===== src/rtl/time_pkg.sv =====
// Shared BCD time types, field limits and digit helpers for the time_keeper slice.
package time_pkg;

  typedef logic [7:0] bcd_t;

  localparam bcd_t SEC_MAX  = 8'h59;
  localparam bcd_t MIN_MAX  = 8'h59;
  localparam bcd_t HOUR_MAX = 8'h23;
  localparam bcd_t BCD_ZERO = 8'h00;

  // Both nibbles must be decimal digits before the packed compare against max means anything.
  function automatic logic bcd_legal(input bcd_t v, input bcd_t max);
    return (v[3:0] <= 4'd9) && (v[7:4] <= 4'd9) && (v <= max);
  endfunction

  function automatic bcd_t bcd_inc(input bcd_t v, input bcd_t max);
    bcd_t r;
    if (v == max) begin
      r = BCD_ZERO;
    end else if (v[3:0] >= 4'd9) begin
      r = {v[7:4] + 4'd1, 4'd0};
    end else begin
      r = {v[7:4], v[3:0] + 4'd1};
    end
    return r;
  endfunction

endpackage


===== src/rtl/bcd_mod_counter.sv =====
// Two-digit BCD modulo counter wrapping at MAX; load has priority over increment.
module bcd_mod_counter
  import time_pkg::*;
#(
  parameter bcd_t MAX     = 8'h59,
  parameter bcd_t RST_VAL = 8'h00
) (
  input  logic clk,
  input  logic rst_n,
  input  logic inc,
  input  logic load,
  input  bcd_t load_val,
  output bcd_t value,
  output logic carry
);

  bcd_t r_value;

  always_ff @(posedge clk) begin
    if (!rst_n) begin
      r_value <= RST_VAL;
    end else if (load) begin
      r_value <= load_val;
    end else if (inc) begin
      r_value <= bcd_inc(r_value, MAX);
    end
  end

  assign value = r_value;
  assign carry = inc && !load && (r_value == MAX);

endmodule


===== src/rtl/time_keeper.sv =====
// BCD hh:mm:ss clock advanced by rising edges of an asynchronous 1 Hz tick.
// Optional alarm logic is built only when TIME_KEEPER_ALARM_EN is defined.
module time_keeper
  import time_pkg::*;
#(
  parameter int   SYNC_STAGES = 2,
  parameter bcd_t RESET_HH    = 8'h00
) (
  input  logic clk_50MHz,
  input  logic rst_n,
  input  logic tick_1Hz,
  input  logic load_valid,
  input  bcd_t load_hh,
  input  bcd_t load_mm,
  input  bcd_t load_ss,
  output logic load_ready,
  output logic load_err,
  output bcd_t hh_bcd,
  output bcd_t mm_bcd,
  output bcd_t ss_bcd,
  output logic sec_pulse,
  output logic day_pulse,
  input  logic alarm_wr,
  input  bcd_t alarm_hh,
  input  bcd_t alarm_mm,
  input  logic alarm_on,
  input  logic alarm_ack,
  output logic alarm_ring
);

  logic [SYNC_STAGES-1:0] r_sync;
  logic [SYNC_STAGES-1:0] r_sync_vld;
  logic r_hist;
  logic r_armed;
  logic r_load_ready;
  logic r_sec_pulse;
  logic r_day_pulse;
  logic r_load_err;

  logic w_sync;
  logic w_sync_vld;
  logic w_rise;
  logic w_load_acc;
  logic w_load_legal;
  logic w_load_ok;
  logic w_adv;
  bcd_t w_hh;
  bcd_t w_mm;
  bcd_t w_ss;
  logic w_ss_carry;
  logic w_mm_carry;
  logic w_hh_carry;

  // The valid chain marks stages holding real samples rather than reset zeros, so
  // arming needs a genuinely sampled low before any rise can count.
  always_ff @(posedge clk_50MHz) begin
    if (!rst_n) begin
      r_sync     <= '0;
      r_sync_vld <= '0;
      r_hist     <= 1'b0;
      r_armed    <= 1'b0;
    end else begin
      r_sync     <= {r_sync[SYNC_STAGES-2:0], tick_1Hz};
      r_sync_vld <= {r_sync_vld[SYNC_STAGES-2:0], 1'b1};
      r_hist     <= w_sync;
      if (w_sync_vld && !w_sync) begin
        r_armed <= 1'b1;
      end
    end
  end

  assign w_sync     = r_sync[SYNC_STAGES-1];
  assign w_sync_vld = r_sync_vld[SYNC_STAGES-1];
  assign w_rise     = w_sync && !r_hist && r_armed;

  assign w_load_acc   = load_valid && r_load_ready;
  assign w_load_legal = bcd_legal(load_hh, HOUR_MAX) && bcd_legal(load_mm, MIN_MAX) &&
                        bcd_legal(load_ss, SEC_MAX);
  assign w_load_ok    = w_load_acc && w_load_legal;
  assign w_adv        = w_rise && !w_load_ok;

  bcd_mod_counter #(.MAX(SEC_MAX), .RST_VAL(BCD_ZERO)) u_ss (
    .clk(clk_50MHz), .rst_n(rst_n), .inc(w_adv), .load(w_load_ok),
    .load_val(load_ss), .value(w_ss), .carry(w_ss_carry)
  );

  bcd_mod_counter #(.MAX(MIN_MAX), .RST_VAL(BCD_ZERO)) u_mm (
    .clk(clk_50MHz), .rst_n(rst_n), .inc(w_ss_carry), .load(w_load_ok),
    .load_val(load_mm), .value(w_mm), .carry(w_mm_carry)
  );

  bcd_mod_counter #(.MAX(HOUR_MAX), .RST_VAL(RESET_HH)) u_hh (
    .clk(clk_50MHz), .rst_n(rst_n), .inc(w_mm_carry), .load(w_load_ok),
    .load_val(load_hh), .value(w_hh), .carry(w_hh_carry)
  );

  always_ff @(posedge clk_50MHz) begin
    if (!rst_n) begin
      r_load_ready <= 1'b0;
      r_sec_pulse  <= 1'b0;
      r_day_pulse  <= 1'b0;
      r_load_err   <= 1'b0;
    end else begin
      r_load_ready <= 1'b1;
      r_sec_pulse  <= w_adv;
      r_day_pulse  <= w_hh_carry;
      r_load_err   <= w_load_acc && !w_load_legal;
    end
  end

  assign load_ready = r_load_ready;
  assign load_err   = r_load_err;
  assign sec_pulse  = r_sec_pulse;
  assign day_pulse  = r_day_pulse;
  assign hh_bcd     = w_hh;
  assign mm_bcd     = w_mm;
  assign ss_bcd     = w_ss;

`ifdef TIME_KEEPER_ALARM_EN
  bcd_t r_alarm_hh;
  bcd_t r_alarm_mm;
  logic r_changed;
  logic r_ring;
  logic w_alarm_match;

  // Match is taken on the registered time in the cycle after it changed, so the
  // ring rises one cycle after the matching time first appears.
  assign w_alarm_match = r_changed && alarm_on && (w_hh == r_alarm_hh) &&
                         (w_mm == r_alarm_mm) && (w_ss == BCD_ZERO);

  always_ff @(posedge clk_50MHz) begin
    if (!rst_n) begin
      r_alarm_hh <= BCD_ZERO;
      r_alarm_mm <= BCD_ZERO;
      r_changed  <= 1'b0;
      r_ring     <= 1'b0;
    end else begin
      if (alarm_wr && bcd_legal(alarm_hh, HOUR_MAX) && bcd_legal(alarm_mm, MIN_MAX)) begin
        r_alarm_hh <= alarm_hh;
        r_alarm_mm <= alarm_mm;
      end
      r_changed <= w_adv || w_load_ok;
      r_ring    <= alarm_on && !alarm_ack && (r_ring || w_alarm_match);
    end
  end

  assign alarm_ring = r_ring;
`else
  logic w_unused_alarm;
  assign w_unused_alarm = ^{alarm_wr, alarm_hh, alarm_mm, alarm_on, alarm_ack};
  assign alarm_ring     = 1'b0;
`endif

endmodule


===== config.mk =====
export PLATFORM = sky130hd
export DESIGN_NAME = time_keeper
export DESIGN_NICKNAME = d
export VERILOG_FILES = /design/src/rtl/time_pkg.sv /design/src/rtl/bcd_mod_counter.sv /design/src/rtl/time_keeper.sv
export SDC_FILE = /design/constraint.sdc
export NUM_CORES = 1
export LEC_CHECK = 0
export BUFFER_PORTS_ARGS = -buffer_cell sky130_fd_sc_hd__buf_2
export CORE_UTILIZATION = 50
export CTS_BUF_LIST = sky130_fd_sc_hd__clkbuf_4 sky130_fd_sc_hd__clkbuf_8
export CTS_CLUSTER_DIAMETER = 30
export CTS_CLUSTER_SIZE = 14
export DETAILED_ROUTE_END_ITERATION = 12
export PLACE_DENSITY = 0.88
export SLEW_MARGIN = 25
export SYNTH_ARGS = -nofsm -noshare
export SYNTH_HDL_FRONTEND = slang
export SYNTH_SLANG_ARGS = --single-unit

===== constraint.sdc =====
create_clock -name clk_50MHz -period 2.4 [get_ports clk_50MHz]
set_clock_uncertainty 0.2 [all_clocks]
set_input_delay 0 -clock clk_50MHz [delete_from_list [all_inputs] [get_ports clk_50MHz]]
set_output_delay 0 -clock clk_50MHz [all_outputs]
set_load 0.1 [all_outputs]

==> out/qor.yml <==
cts_buffer_depth: 2
gp_congestion: 0.9272
fmax_ghz: 0.4425
finalSetupViolCount: 0
clock-sinks: 33
slew_violations: 0
overflow: 0
drc_errors: 0
die_x_um: 65.46
crit_required_ps: 2380
wirelength_um: 5979
dp_hpwl_um: 3852
rows: 22
cp.arrival_ps: 2240
hold_viol: 0
cts_root_buf: "clkbuf_8"
endpoint_kind: "register"
crit_path_start_kind: "register"
syn_inst: 236
cts_tree: "yes"
cts.clk_slew.worst_paths_ps: 70
drt-pass1-iter-count: 6
vias: 2238
rsz0062_at_grt: "false"
core_mm2: 0.003771
finalCriticalPeriod_ps: 2260
grt_pass1_vias: 2077
synth_nets: 298
io_buffers: 55
worstHoldPathType: "primary input to register"
crit_fanout: 12
clk_latency_ps: 300
final_area_mm2: 0.002709
ant_nets: 0
wl_per_cell_um: 16.47
holdWs_ps: 17.56
dieArea_mm2: 0.004284
vias_per_cell: 6.165
grt_start_max_net_pins: 23
fin_util_pct: 71.83
drive_gt1_share_pct: 30.79
leakage_nw: 1.111
ys_types: 49
areaGrowthSynthToFinish_pct: 34.56
ys_seq_elements: 33
nets: 376
seqCellArea_um2: 681.9
cts_made_buffers: 5
synth_enable_flop_cells: 0
period_share_pct: 94.15
grt.total_usage_pct: 29.48
async_reset_ff_share_pct: 0
multi_input_area_mm2: 0.001215
p_per_area_mw_per_mm2: 475.5
dpl-instance-area_mm2: 0.002342
die_h_um: 65.46
antenna_cells: 0
ys.flop_type: "dfxtp_1"
antenna_found_initial: 0
fillers: 264
initial_core_util_pct: 53.38
status: "finished clean"
io-pin-count: 76
drt_iter0_markers: 262
peakVddDrop_uv: 422.1
grt_first_pass_wirelength_um: 9563
cap_violations: 0
syn_area_mm2: 0.002013
htree_levels: 2
yosys_warnings: 0
critical_path_class: "register to register"
avgSynthCellArea_um2: 8.530
seq_area_frac_synth_pct: 32.82
[registers in the layout, indices dropped and copies added, names as in the netlist]
register	flops
day_pulse	1
load_err	1
r_armed	1
r_hist	1
r_sync	2
r_sync_vld	2
sec_pulse	1
u_hh.value	8
u_mm.value	8
u_ss.value	8
[Yosys cell counts, drive strengths merged (2+ instances only)]
library cell / n / area, µm²
dfxtp: 33 / 660.6
ha: 15 / 187.7
a31oi: 14 / 87.58
inv: 14 / 52.55
nand2: 13 / 48.80
nand3: 12 / 72.57
o41ai: 12 / 105.1
clkbuf: 11 / 41.29
o21ai: 11 / 55.05
a21oi: 9 / 45.04
nor4: 9 / 56.30
and2: 7 / 46.29
o31ai: 7 / 52.55
nor2: 6 / 22.52
or4: 6 / 45.04
a311oi: 5 / 43.79
and3: 5 / 31.28
buf: 5 / 46.29
nor3: 5 / 25.02
or3: 5 / 31.28
a211oi: 3 / 22.52
nand4: 3 / 18.77
a22oi: 2 / 15.01
and4: 2 / 18.77
and4bb: 2 / 25.02
nand2b: 2 / 12.51
or4b: 2 / 20.02
[per-layer routing]
metal,track usage [%],routed length [µm],up-vias
met5,0,0,-
met1,36.27,2463,1057
li1,-,-,1058
met4,10.87,90,0
met3,6.424,439,14
met2,50.00,2985,109
[worst max-delay path, cell delays in order (launching register included)]
cell           delay [ps]
dfxtp_2               350
inv_1                  90
ha_1                  190
and2_2                240
nand3_4               160
o21ai_0               240
o22ai_1                90
dlygate4sd3_1         570
[final cells by class]
| class | instances | area share [%] |
|---|---|---|
| multi-input combinational | 172 | 44.85 |
| sequential | 33 | 25.17 |
| timing repair buffer | 87 | 21.25 |
| clock buffer | 7 | 3.326 |
| tap | 48 | 2.217 |
| inverter | 15 | 2.079 |
| clock inverter | 1 | 1.109 |
[final timing paths]
kind	start	to	slack [ps]	cells past startpoint
worst max register to register	u_ss.value[1]	u_mm.value[3]	140	7
worst min-delay path	load_ss[5]	u_ss.value[5]	20	3
worst min register to register	r_sync[0]	r_sync[1]	240	1
worst max-delay path	u_ss.value[1]	u_mm.value[3]	140	7
[per-stage QoR]
step / instances / power [mW] / setup slack [ps] / setup TNS (ps)
after detailed placement: 331 / 0.7075 / 227.3 / 0
final: 363 / 1.288 / 140.4 / 0
after floorplan: 236 / 0.6619 / -4.667 / -4.667
after global placement: 331 / 0.7050 / 321.5 / 0
after CTS: 363 / 1.281 / 29.30 / 0
after global routing: 363 / 1.320 / 20.20 / 0
[timing repair]
item / in CTS / in global routing
setup buffers: 0 / 0
hold endpoints to repair: 24 / 0
hold buffers: 24 / 0
setup endpoints to repair: 0 / 1
resized for setup: 0 / 4
[cell families after synthesis]
| logic type | after synthesis | synth area share (%) |
|---|---|---|
| AND/OR/NAND/NOR | 85 | 25.98 |
| other | 1 | 0.1863 |
| buffers and inverters | 31 | 7.147 |
| AO/OA/AOI/OAI | 69 | 23.68 |
| flip-flops | 33 | 32.82 |
| adder cells (fa/ha/maj) | 15 | 9.323 |
| XOR/XNOR | 2 | 0.8703 |
[cell usage in the layout, fill, tap and decap left out, types with 2 or more instances in the layout]
cell type,n
buf_2,55
dlygate4sd3_1,24
dfxtp_2,17
dfxtp_1,16
ha_1,15
inv_1,14
a31oi_1,14
nand2_1,13
o41ai_1,12
o21ai_0,11
nand3_1,11
nor4_1,9
a21oi_1,9
buf_4,8
o31ai_1,7
nor2_1,6
or4_1,6
clkbuf_8,6
nor3_1,5
a311oi_1,5
and3_1,5
or3_1,4
and2_1,4
nand4_1,3
and2_2,3
a211oi_1,3
a22oi_1,2
and4bb_2,2
or4b_1,2
nand2b_1,2
[power breakdown]
part / switching (mW) / internal, mW / total, mW
logic: 0.0998 / 0.0651 / 0.165
registers: 0.00829 / 0.556 / 0.565
clock network: 0.209 / 0.350 / 0.559
total: 0.317 / 0.971 / 1.29
No activity file was read; power rests on OpenSTA's default activity.
